`src/rtl/serial_parity_unit.sv`:
```
// Serial XOR-reduction: folds DATA_W accepted bits into one registered parity bit per frame.
// Optional expected-parity compare is compiled in with `define SERIAL_PARITY_CHECK_EN.
module serial_parity_unit #(
  parameter int DATA_W = 8,
  parameter int ODD    = 0
) (
  input  logic                         clk,
  input  logic                         rst,
  input  logic                         start,
  input  logic                         abort,
  input  logic                         in_valid,
  input  logic                         in_bit,
`ifdef SERIAL_PARITY_CHECK_EN
  input  logic                         exp_parity,
  output logic                         parity_err,
`endif
  output logic                         busy,
  output logic [$clog2(DATA_W+1)-1:0]  bit_cnt,
  output logic                         parity,
  output logic                         parity_valid,
  output logic [1:0]                   state_dbg
);

  localparam int CW = $clog2(DATA_W + 1);
  localparam logic [CW-1:0] LAST_CNT = CW'(DATA_W - 1);
  localparam logic [CW-1:0] FULL_CNT = CW'(DATA_W);

  // Handshake: a beat is accepted on a rising edge in ACC when in_valid=1 and
  // abort=0; there is no back-pressure, so the source may stall freely.
  typedef enum logic [1:0] {
    ST_IDLE = 2'd0,
    ST_ACC  = 2'd1,
    ST_DONE = 2'd2
  } state_t;

  state_t          state_q, state_d;
  logic            acc_q, acc_d;
  logic [CW-1:0]   cnt_q, cnt_d;
  logic            parity_q, parity_d;
  logic            err_q, err_d;
  logic            next_acc;
  logic            exp_bit;

`ifdef SERIAL_PARITY_CHECK_EN
  assign exp_bit = exp_parity;
`else
  assign exp_bit = 1'b0;
`endif

  assign next_acc = acc_q ^ in_bit;

  always_ff @(posedge clk or posedge rst) begin
    if (rst) begin
      state_q  <= ST_IDLE;
      acc_q    <= 1'b0;
      cnt_q    <= '0;
      parity_q <= 1'b0;
      err_q    <= 1'b0;
    end else begin
      state_q  <= state_d;
      acc_q    <= acc_d;
      cnt_q    <= cnt_d;
      parity_q <= parity_d;
      err_q    <= err_d;
    end
  end

  always_comb begin
    state_d  = state_q;
    acc_d    = acc_q;
    cnt_d    = cnt_q;
    parity_d = parity_q;
    err_d    = err_q;
    unique case (state_q)
      ST_IDLE: begin
        if (start) begin
          state_d = ST_ACC;
          acc_d   = (ODD != 0);
          cnt_d   = '0;
          err_d   = 1'b0;
        end
      end
      ST_ACC: begin
        // Abort wins over a simultaneous beat, even the final one.
        if (abort) begin
          state_d = ST_IDLE;
          cnt_d   = '0;
        end else if (in_valid) begin
          acc_d = next_acc;
          if (cnt_q == LAST_CNT) begin
            parity_d = next_acc;
            err_d    = next_acc ^ exp_bit;
            cnt_d    = FULL_CNT;
            state_d  = ST_DONE;
          end else begin
            cnt_d = cnt_q + 1'b1;
          end
        end
      end
      ST_DONE: begin
        state_d = ST_IDLE;
      end
      default: begin
        state_d = ST_IDLE;
      end
    endcase
  end

  assign busy         = (state_q != ST_IDLE);
  assign parity_valid = (state_q == ST_DONE);
  assign bit_cnt      = cnt_q;
  assign parity       = parity_q;
  assign state_dbg    = state_q;

`ifdef SERIAL_PARITY_CHECK_EN
  assign parity_err = err_q;
`else
  logic unused_err;
  assign unused_err = err_q ^ exp_bit;
`endif

endmodule

```
`config.mk`:
```
export PLATFORM = sky130hd
export DESIGN_NAME = serial_parity_unit
export DESIGN_NICKNAME = d
export VERILOG_FILES = /design/src/rtl/serial_parity_unit.sv
export SDC_FILE = /design/constraint.sdc
export NUM_CORES = 1
export LEC_CHECK = 0
export BUFFER_PORTS_ARGS = -buffer_cell sky130_fd_sc_hd__buf_2
export CAP_MARGIN = 20
export CORE_AREA = 10 10 47 49
export CTS_CLUSTER_DIAMETER = 120
export CTS_CLUSTER_SIZE = 24
export DETAILED_ROUTE_END_ITERATION = 10
export DIE_AREA = 0 0 57 59
export GPL_TIMING_DRIVEN = 0
export PLACE_DENSITY_LB_ADDON = 0.3
export SLEW_MARGIN = 20
export SYNTH_ARGS = -nofsm -noshare
export SYNTH_HDL_FRONTEND = slang
export SYNTH_SLANG_ARGS = --single-unit
```
`constraint.sdc`:
```
create_clock -name clk -period 1.6 [get_ports clk]
set_clock_uncertainty 0.2 [all_clocks]
set_input_delay 0.16 -clock clk [delete_from_list [all_inputs] [get_ports clk]]
set_output_delay 0.16 -clock clk [all_outputs]
set_load 0.02 [all_outputs]
```
==> results of run 1 <==
[registers in the layout, summed over array words and instances (netlist names)]
register,flops
bit_cnt,4
state_dbg,2
acc_q,1
parity,1
[repair_timing]
action | 4_1_cts | 5_1_grt
buffers inserted | 0 | 4
endpoints found under the setup margin | 1 | 6
endpoints found under the hold margin | 10 | 0
gates resized for setup | 1 | 8
hold buffers | 3 | 0
[cell families (layout without fill, tap and decap cells)]
| kind of cell | after synthesis | after routing | share of synthesized area |
|---|---|---|---|
| xor gates and xnor gates | 1 | 1 | 0.01918 |
| and+or+nand+nor | 17 | 17 | 0.2685 |
| adders and majority gates | 1 | 1 | 0.02739 |
| DFF | 8 | 8 | 0.4384 |
| AOI/OAI and AO/OA | 12 | 12 | 0.1863 |
| buffers and inverters | 4 | 29 | 0.03834 |
| muxes | 1 | 1 | 0.02192 |
[power by group through the flow]
stage | clock network [W] | logic, W | registers (W)
2_1_floorplan | 0 | 0.0000595 | 0.000242
3_3_place_gp | 0 | 0.0000990 | 0.000234
3_5_place_dp | 0 | 0.0000995 | 0.000235
4_1_cts | 0.000175 | 0.000105 | 0.000231
5_1_grt | 0.000185 | 0.000138 | 0.000233
6_report | 0.000166 | 0.000125 | 0.000230
[area by class of cell]
class | count | area share
multi-input cells | 32 | 0.3800
plain buffers | 2 | 0.02836
inverters | 2 | 0.01134
well taps | 16 | 0.03025
flip-flops and latches | 8 | 0.3043
repair buffers | 21 | 0.2060
clock buffers | 4 | 0.03970
[per-layer routing]
layer	wire (um)	track usage	up-vias
met3	83	0.05150	2
met5	0	0	-
met2	576	0.1085	11
li1	-	-	216
met4	10	0.03020	0
met1	464	0.06659	212
[through the flow]
stage,setup WS [ps],hold slack [ps],utilization,instances,total power [W]
2_1_floorplan,21.82,-224.4,-,44,0.0003011
3_3_place_gp,25.56,-78.37,0.3911,74,0.0003332
3_5_place_dp,15.52,-73.72,0.3911,74,0.0003341
4_1_cts,7.983,17.20,0.4330,81,0.0005108
5_1_grt,-2.498,61.74,0.4723,85,0.0005563
6_report,49.62,41.37,0.4723,85,0.0005214
[critical path, stage by stage, from the launching register on]
cell and delay (ps):
dfrtp_2 450, nor3b_4 180, or3_4 380, a22o_1 230
[path summary, 6_finish.rpt]
kind	from	to	slack, ps	cells after the start
min in group asynchronous	rst	state_dbg[1]	190	3
min reg2reg	acc_q	acc_q	300	1
max reg2reg	state_dbg[0]	bit_cnt[1]	50	3
max	state_dbg[0]	bit_cnt[1]	50	3
min	in_valid	state_dbg[0]	40	3
max in group asynchronous	rst	state_dbg[0]	760	3
[layout by cell type, fill, tap and decap left out, drive strengths merged, types with 2 or more instances in the layout]
master / netlist / final
a21o: 2 / 2
buf: 1 / 20
clkbuf: 1 / 4
a21oi: 3 / 3
inv: 2 / 2
a22o: 2 / 2
dlygate4sd3: 0 / 3
dfrtp: 8 / 8
nor2: 3 / 3
nand2b: 2 / 2
==> reports/metrics.cfg, run 1 <==
[power_and_ir_drop]
max-vdd-ir-drop_uv=468.6
p_int_w=0.0003774
clkPwrFrac=0.319
switchingPower_w=0.0001441
power_density_mw_per_mm2=787.8
p_leak_nw=0.3447
comb_power_share=0.239
power_frac_seq=0.442
swShare=0.2763

[global_route]
antenna_found_initial=0
gr-total-overflow=0
grt.total_usage=0.06876
grt_pass1_wl_um=1800
grt_max_degree=11
grt_pass1_vias=423

[clock_network]
cts_root_buf=clkbuf_4
cts-buffers-inserted=3
htree_levels=1
cts_tree=yes
cts_buffer_depth=2
clkLatencyLatePin_ps=260
cts_sinks=8
path_clk_slew_ps=60

[synth]
syn_area_um2=456.7
yosys.area.top_type=dfrtp_1
netlist.area_leader.share=0.4384
synth_cell_types=29
yosys_warnings=0
synthTopCellsByCount=8 x dfrtp_1, 3 x a21oi_1, 3 x nor2_1
ys.flop_type=dfrtp_1
synth.most_common_cell=dfrtp_1
syn_inst=44
syn_nets=51
synthArstFlopShare=1.000
ys_ff_latch=8
synth_enable_flop_cells=0
synth.area.top_cells=dfrtp_1 44%, a22o_1 3.8%, a21oi_1 3.3%, a21o_1 3.3%, ha_1 2.7%
avgSynthCellArea_um2=10.38
yosysSeqAreaShare=0.4384

[floorplanning]
fp-row-count=14
die_h_um=59
core_area_mm2=0.001401
die_x_um=57
ios=15
start_util=0.3259
dieArea_mm2=0.003363

[cells_and_area]
area.growth.synth_to_final_pct=44.93
multi_input_area_um2=251.5
layout.nets=77
insertedDiodeCount=0
nFillCells=146
drive_gt1_frac=0.4058
seqCellArea_um2=201.4
design_area_um2=661.9

[place]
dpl.hpwl_um=802.9
io_buffer_count=14
gp_congestion=0.6760
place_area_um2=548.0

[setup_path]
start_kind=register
crit_fanout=9
critical_path_class=reg2reg
required_ps=1540
crit_arrival_ps=1490
end_kind=register

[detailed_routing]
routed_via_density=5.188
routed_wl_um=1134
routed-via-count=441
first_pass_iters=2
ant_nets=0
detail_route.wl_per_cell_um=13.34
drt_iter0_drc=6
route.detailed.drc=0

[timing]
setup_tns_ps=0
fin_crit_sh=0.9690
maxSlewHeadroom=0.7860
finalCriticalPeriod_ps=1550
final_max_slew_viol_count=0
finalHoldViolCount=0
finalSetupViolations=0
max_freq_ghz=0.6450
worstMarginPinSlew_ps=316.5

[min_path]
hp-class=in2reg

[run]
maxCapViolCount=0

[run_status]
outcome=completed

Note: power is estimated with default switching activity, not from simulation.
==> inputs of run 2 (changes only) <==
--- a/config.mk
+++ b/config.mk
@@ -5,15 +5,15 @@
 export SDC_FILE = /design/constraint.sdc
 export NUM_CORES = 1
 export LEC_CHECK = 0
-export BUFFER_PORTS_ARGS = -buffer_cell sky130_fd_sc_hd__buf_2
 export CAP_MARGIN = 20
 export CORE_AREA = 10 10 47 49
 export CTS_CLUSTER_DIAMETER = 120
 export CTS_CLUSTER_SIZE = 24
 export DETAILED_ROUTE_END_ITERATION = 10
 export DIE_AREA = 0 0 57 59
+export DONT_BUFFER_PORTS = 1
 export GPL_TIMING_DRIVEN = 0
-export PLACE_DENSITY_LB_ADDON = 0.3
+export PLACE_DENSITY = 0.51
 export SLEW_MARGIN = 20
 export SYNTH_ARGS = -nofsm -noshare
 export SYNTH_HDL_FRONTEND = slang
==> run 2 against run 1 <==
  * The run now ends with negative hold slack left
  * Final area did not move
  * First-iteration DRC count is 67% higher
  * Die area stayed put
  * Non-clock buffer count fell by 11
  * Register-to-register slack got worse by 30 ps
  * Global-route usage increased by 1.1 points
  * Wire length increased by 11%
  * Critical path depth is 1 higher
  * Worst hold slack lost 44 ps
  * Sequential cell count unchanged
  * Sequential share of layout area is 0.57 points higher
  * Via count shrank 7.0%
==> reports/metrics.cfg, run 2 (synthesized netlist as in run 1, its figures left out) <==
[min_path]
min_to=acc_q  ; was state_dbg[0]
min_from=abort  ; was in_valid
hp-class=in2reg  ; unchanged
hold_path_depth=4  ; was 3

[setup_path]
r2r-end=bit_cnt[2]  ; was bit_cnt[1]
r2r-start=state_dbg[0]  ; unchanged
required_ps=1600  ; was 1540 ps
crit_arrival_ps=1580  ; was 1490 ps
r2r_slack_ps=20  ; was 50 ps
cp-startpoint=state_dbg[0]  ; unchanged
crit_fanout=7  ; was 9
path_cells=buf_6 -> nand2b_1 -> or4b_1 -> o21ai_1  ; was nor3b_4 -> or3_4 -> a22o_1
slowest_stage=dfrtp_2  ; unchanged
start_kind=register  ; unchanged
end_kind=register  ; unchanged
critical_path_class=reg2reg  ; unchanged
slowest_delay_ps=480  ; was 450 ps
ff2ff_path_depth=4  ; was 3

[floorplanning]
fp-row-count=14  ; unchanged
core_area_mm2=0.001401  ; unchanged
dieArea_mm2=0.003363  ; unchanged
start_util=0.3259  ; unchanged
die_x_um=57  ; unchanged
die_h_um=59  ; unchanged
ios=15  ; unchanged

[detailed_routing]
routed_via_density=5.541  ; was 5.188
ant_nets=0  ; unchanged
routed_wl_um=1262  ; was 1134 um
route.detailed.drc=0  ; unchanged
routed-via-count=410  ; was 441
first_pass_iters=4  ; was 2
drt_iter0_drc=10  ; was 6
detail_route.wl_per_cell_um=17.05  ; was 13.34 um

[timing]
max_freq_ghz=0.6326  ; was 0.6450 GHz
fin_crit_sh=0.9880  ; was 0.9690
maxSlewHeadroom=0.7653  ; was 0.7860
holdWs_ps=-2.591  ; was 41.37 ps
fin_ws_ps=19.16  ; was 49.62 ps
final_max_slew_viol_count=0  ; unchanged
rsz0062_at_grt=yes
finalCriticalPeriod_ps=1581  ; was 1550 ps
worstMarginPinSlew_ps=347.1  ; was 316.5 ps
finalHoldViolCount=1  ; was 0
finalSetupViolations=0  ; unchanged

[global_route]
grt.total_usage=0.07932  ; was 0.06876
antenna_found_initial=0  ; unchanged
grt_pass1_vias=448  ; was 423
gr-total-overflow=0  ; unchanged
grt_pass1_wl_um=2097  ; was 1800 um
grt_max_degree=11  ; unchanged

[clock_network]
cts_sinks=8  ; unchanged
clkLatencyLatePin_ps=270  ; was 260 ps
path_clk_slew_ps=60  ; about the same
cts_buffer_depth=2  ; unchanged
cts_tree=yes  ; unchanged
cts_root_buf=clkbuf_4  ; unchanged
cts-buffers-inserted=3  ; unchanged
htree_levels=1  ; unchanged

[cells_and_area]
layout.nets=66  ; was 77
layout_common_cells=5 x dlygate4sd3_1, 4 x dfrtp_1, 4 x dfrtp_2  ; was 13 x buf_2, 7 x dfrtp_1, 5 x buf_4
largest_reg_flops=4  ; unchanged
insertedDiodeCount=0  ; unchanged
stdcell_count=74  ; was 85
utilization=0.4723  ; unchanged
final_common_cell=dlygate4sd3_1  ; was buf_2
drive_gt1_frac=0.4310  ; was 0.4058
nFillCells=138  ; was 146
area.growth.synth_to_final_pct=44.93  ; unchanged

[place]
post-place-ws_ps=-159.3  ; was 15.52 ps
gp_congestion=0.6601  ; was 0.6760
dp.cells=60  ; was 74
io_buffer_count=0  ; was 14
dpl.hpwl_um=867.5  ; was 802.9 um

[power_and_ir_drop]
p_total_w=0.0005331  ; was 0.0005214 W
p_leak_nw=0.2947  ; was 0.3447 nW
power_density_mw_per_mm2=805.4  ; was 787.8 mW/mm^2
max-vdd-ir-drop_uv=362.5  ; was 468.6 uV

[run]
maxCapViolCount=0  ; unchanged

[run_status]
violations=negative hold slack
outcome=finished with violations  ; was completed

==> run 2: changes by cell type in the layout (fill, tap and decap cells not counted), sizes merged <==
cell         before  now
buf              20    7
dlygate4sd3       3    5
==> run 2: report_power, final <==
part / switching (W) / internal (W) / total [W]
Sequential: 0.0000279 / 0.000215 / 0.000243
Clock: 0.0000822 / 0.0000963 / 0.000178
Combinational: 0.0000456 / 0.0000661 / 0.000112
Total: 0.000156 / 0.000377 / 0.000533
==> run 2: how the worst max path moves through the flow <==
| stage | to | slack [ps] | depth (start not counted) |
|---|---|---|---|
| after floorplan | parity | 20 | 5 |
| after global placement | bit_cnt[3] | -110 | 5 |
| after detailed placement | parity | -160 | 5 |
| after CTS | parity | -20 | 5 |
| after global routing | parity | -30 | 5 |
| final | bit_cnt[2] | 20 | 4 |
==> run 2: worst max-delay path: cells and delay by family, from the launching register on <==
kind / cells / cell delay [ps]
buffers and inverters: 1 / 140
AOI/OAI and AO/OA: 1 / 140
DFF: 1 / 480
and+or+nand+nor: 2 / 540
==> run 2: what timing repair did <==
action | in CTS | in global routing
setup endpoints to repair | 10 | 8
endpoints found under the hold margin | 12 | 0
resized for setup | 12 | 9
hold buffers | 5 | 0
pin swaps | 1 | 5
gates cloned | 0 | 1
buffers inserted | 3 | 1
==> run 2: layer usage <==
| metal | share of wire | vias to the layer above | wire (um) | GRT usage |
|---|---|---|---|---|
| met3 | 0.12 | 5 | 146 | 0.05150 |
| li1 | - | 193 | - | - |
| met4 | 0.026 | 0 | 33 | 0.05034 |
| met5 | 0 | - | 0 | 0 |
| met1 | 0.37 | 196 | 473 | 0.07545 |
| met2 | 0.48 | 16 | 609 | 0.1256 |
==> run 2: per-stage QoR <==
stage / hold slack, ps / setup TNS (ps) / area, um^2
after floorplan: -224.4 / 0 / 457.9
after global placement: -191.3 / -343.9 / 478.0
after detailed placement: -179.0 / -641.3 / 478.0
after CTS: 19.75 / -40.84 / 609.3
after global routing: 11.03 / -134.9 / 661.9
final: -2.591 / 0 / 661.9
==> run 2: layout make-up <==
type	count	area (um^2)	share of cell area
Inverter	2	7.507	0.01134
Buffer	2	22.52	0.03403
Sequential cell	8	205.2	0.3100
Multi-Input combinational cell	32	291.5	0.4405
Timing Repair Buffer	10	88.84	0.1342
Tap cell	16	20.02	0.03025
Clock buffer	4	26.28	0.03970
==> inputs of run 3 (changes only) <==
--- a/config.mk
+++ b/config.mk
@@ -5,6 +5,7 @@
 export SDC_FILE = /design/constraint.sdc
 export NUM_CORES = 1
 export LEC_CHECK = 0
+export ABC_AREA = 1
 export CAP_MARGIN = 20
 export CORE_AREA = 10 10 47 49
 export CTS_CLUSTER_DIAMETER = 120
@@ -13,7 +14,7 @@
 export DIE_AREA = 0 0 57 59
 export DONT_BUFFER_PORTS = 1
 export GPL_TIMING_DRIVEN = 0
-export PLACE_DENSITY = 0.51
+export PLACE_DENSITY = 0.54
 export SLEW_MARGIN = 20
 export SYNTH_ARGS = -nofsm -noshare
 export SYNTH_HDL_FRONTEND = slang
==> run 3 against run 2 <==
  * The flow now finishes without violations
  * Die area did not move
  * Clock power decreased by 9%
  * Synthesized cell count increased by 61%
  * Utilization is 5.1 points lower
  * Largest cell class unchanged
  * Largest power group unchanged
==> reports/metrics.cfg, run 3 <==
[cells_and_area]
layout.nets=88  ; was 66
nFillCells=164  ; was 138
area.growth.synth_to_final_pct=20.10  ; was 44.93%
drive_gt1_frac=0.1392  ; was 0.4310
largest_reg_flops=4  ; unchanged
final_common_cell=nand2_1  ; was dlygate4sd3_1
layout_common_cells=27 x nand2_1, 13 x inv_1, 6 x nand3_1, 6 x nor2_1  ; was 5 x dlygate4sd3_1, 4 x dfrtp_1, 4 x dfrtp_2
insertedDiodeCount=0  ; unchanged

[timing]
finalHoldViolCount=0  ; was 1
rsz0062_at_grt=no  ; was yes
finalSetupViolations=0  ; unchanged
worstMarginPinSlew_ps=368.2  ; was 347.1 ps
fin_ws_ps=62.46  ; was 19.16 ps
max_freq_ghz=0.6504  ; was 0.6326 GHz
maxSlewHeadroom=0.7545  ; was 0.7653
fin_crit_sh=0.9610  ; was 0.9880
holdWs_ps=21.14  ; was -2.591 ps
setup_tns_ps=0  ; unchanged
final_max_slew_viol_count=0  ; unchanged
finalCriticalPeriod_ps=1538  ; was 1581 ps

[place]
gp_congestion=0.7589  ; was 0.6601
io_buffer_count=0  ; unchanged
post-place-ws_ps=36.58  ; was -159.3 ps
dpl.hpwl_um=868  ; was 867.5 um

[synth]
syn_inst=71  ; was 44
ys_ff_latch=8  ; unchanged
yosysSeqAreaShare=0.4071  ; was 0.4384
synth_cell_types=14  ; was 29
synthAdderAreaFrac=0.02545  ; was 0.02740
ys.flop_type=dfrtp_1  ; unchanged
syn_nets=78  ; was 51
yosys.area.top_type=dfrtp_1  ; unchanged
synthSimpleGateAreaFrac=0.4020  ; was 0.2685
synth.area.top_cells=dfrtp_1 41%, nand2_1 21%, inv_1 9.9%, nand3_1 6.1%, nor2_1 5.3%  ; was dfrtp_1 44%, a22o_1 3.8%, a21oi_1 3.3%, a21o_1 3.3%, ha_1 2.7%
netlist.area_leader.share=0.4071  ; was 0.4384
synth_xor_area_frac=0.01781  ; was 0.01918
synthArstFlopShare=1.000  ; unchanged
synthMuxAreaShare=0  ; was 0.02192
syn_area_um2=491.7  ; was 456.7 um^2
synth.most_common_cell=nand2_1  ; was dfrtp_1
synth_top_family_by_area=simple AND/OR/NAND/NOR gates  ; unchanged
avgSynthCellArea_um2=6.926  ; was 10.38 um^2
synthTopCellsByCount=27 x nand2_1, 13 x inv_1, 8 x dfrtp_1  ; was 8 x dfrtp_1, 3 x a21oi_1, 3 x nor2_1
synth_enable_flop_cells=0  ; unchanged
synth_compound_area_frac=0.04835  ; was 0.1863
yosys_warnings=0  ; unchanged

[setup_path]
slowest_delay_ps=450  ; was 480 ps
crit_fanout=6  ; was 7
path_delay_family=flip-flops  ; was simple AND/OR/NAND/NOR gates
cp-startpoint=state_dbg[1]  ; was state_dbg[0]
required_ps=1240  ; was 1600 ps
start_kind=register  ; unchanged
critical_path_class=reg2out  ; was reg2reg
slowest_stage=dfrtp_1  ; was dfrtp_2
crit_arrival_ps=1180  ; was 1580 ps
path_buf_inv=1  ; unchanged
r2r-start=bit_cnt[0]  ; was state_dbg[0]
path_cells=inv_1 -> nand2_1  ; was buf_6 -> nand2b_1 -> or4b_1 -> o21ai_1
end_kind=output port  ; was register

[run_status]
outcome=completed  ; was finished with violations

[detailed_routing]
routed-via-count=455  ; was 410
routed_via_density=4.789  ; was 5.541
drt_iter0_drc=15  ; was 10
detail_route.wl_per_cell_um=12.03  ; was 17.05 um
routed_wl_um=1143  ; was 1262 um
ant_nets=0  ; unchanged
first_pass_iters=4  ; unchanged
route.detailed.drc=0  ; unchanged

[clock_network]
cts-buffers-inserted=3  ; unchanged
cts_root_buf=clkbuf_4  ; unchanged
cts_tree=yes  ; unchanged
cts_buffer_depth=2  ; unchanged
clkLatencyLatePin_ps=260  ; was 270 ps
post_cts.repair.setup_buffers=0  ; was 3
cts_sinks=8  ; unchanged
path_clk_slew_ps=60  ; about the same
htree_levels=1  ; unchanged

[global_route]
grt_use_met3=0.02361  ; was 0.05150
grt.busiest_layer=met2  ; unchanged
gr-total-overflow=0  ; unchanged
antenna_found_initial=0  ; unchanged
met2_usage=0.1194  ; was 0.1256
gr-usage-met1=0.07923  ; was 0.07545
grt_max_degree=9  ; was 11
grt.total_usage=0.07462  ; was 0.07932
grt_pass1_vias=455  ; was 448
grt_pass1_wl_um=1987  ; was 2097 um

[floorplanning]
die_h_um=59  ; unchanged
die_x_um=57  ; unchanged
fp-row-count=14  ; unchanged
core_area_mm2=0.001401  ; unchanged
ios=15  ; unchanged
dieArea_mm2=0.003363  ; unchanged
start_util=0.3509  ; was 0.3259

[power_and_ir_drop]
power_density_mw_per_mm2=909.3  ; was 805.4 mW/mm^2
p_leak_nw=0.3277  ; was 0.2947 nW
max-vdd-ir-drop_uv=339.1  ; was 362.5 uV

[run]
maxCapViolCount=0  ; unchanged

[min_path]
hp-class=in2reg  ; unchanged
min_from=in_valid  ; was abort

[run 3: cell count changes in the layout (fill, tap and decap cells not counted), sizes merged, moves of 2 or more]
cell    delta
nand2b     -2
nand3      +6
inv       +11
a21o       -2
a21oi      -3
nor2       +5
a22o       -2
nand2     +27
buf        -7
[run 3: area by class of cell]
cell class / count / area (um^2) / share of cell area
inverters: 13 / 48.80 / 0.08263
clock buffers: 3 / 22.52 / 0.03814
repair buffers: 5 / 50.05 / 0.08475
multi-input cells: 50 / 245.2 / 0.4153
flip-flops and latches: 8 / 203.9 / 0.3453
well taps: 16 / 20.02 / 0.03390
[run 3: kinds of logic after synthesis]
kind of cell | Yosys count
adder cells (fa/ha/maj) | 1
XOR/XNOR | 1
buffers and inverters | 13
AND/OR/NAND/NOR | 45
flip-flops | 8
AO/OA/AOI/OAI | 3
[run 3: routing by layer]
metal | vias up | wire length, um
met5 | - | 0
met4 | 0 | 36
met3 | 5 | 63
met2 | 13 | 537
met1 | 199 | 505
li1 | 238 | -
[run 3: what timing repair did]
item	CTS	global route
gates resized for setup	1	3
hold buffers	5	0
hold endpoints to repair	16	0
gates cloned	0	0
setup endpoints to repair	1	2
[run 3: power breakdown]
part,internal (W),switching [W],total [W]
clock network,0.0000863,0.0000760,0.000162
logic,0.0000416,0.0000667,0.000108
registers,0.000221,0.0000452,0.000266
[run 3: tightest hold or removal path: stages]
cell and delay (ps):
inv_1 100, nor3_2 80, nand2_1 50, nand2_1 50
[run 3: metrics by stage]
step,instances,total power [W],instance area (um^2),utilization
floorplan,71,0.0003424,491.7,-
global placement,87,0.0003648,511.7,0.3652
detailed placement,87,0.0003649,511.7,0.3652
CTS,95,0.0005397,586.8,0.4188
global route,95,0.0005638,590.6,0.4214
finish,95,0.0005370,590.6,0.4214
[run 3: path summary, 6_finish.rpt]
kind                         endpoint  slack [ps]  depth (start not counted)
max in group asynchronous  bit_cnt[0]         840                          2
min                        bit_cnt[1]          20                          4
max reg2reg                    parity         130                          6
max                              busy          60                          2
min in group asynchronous       acc_q          90                          2
min reg2reg                     acc_q         410                          3
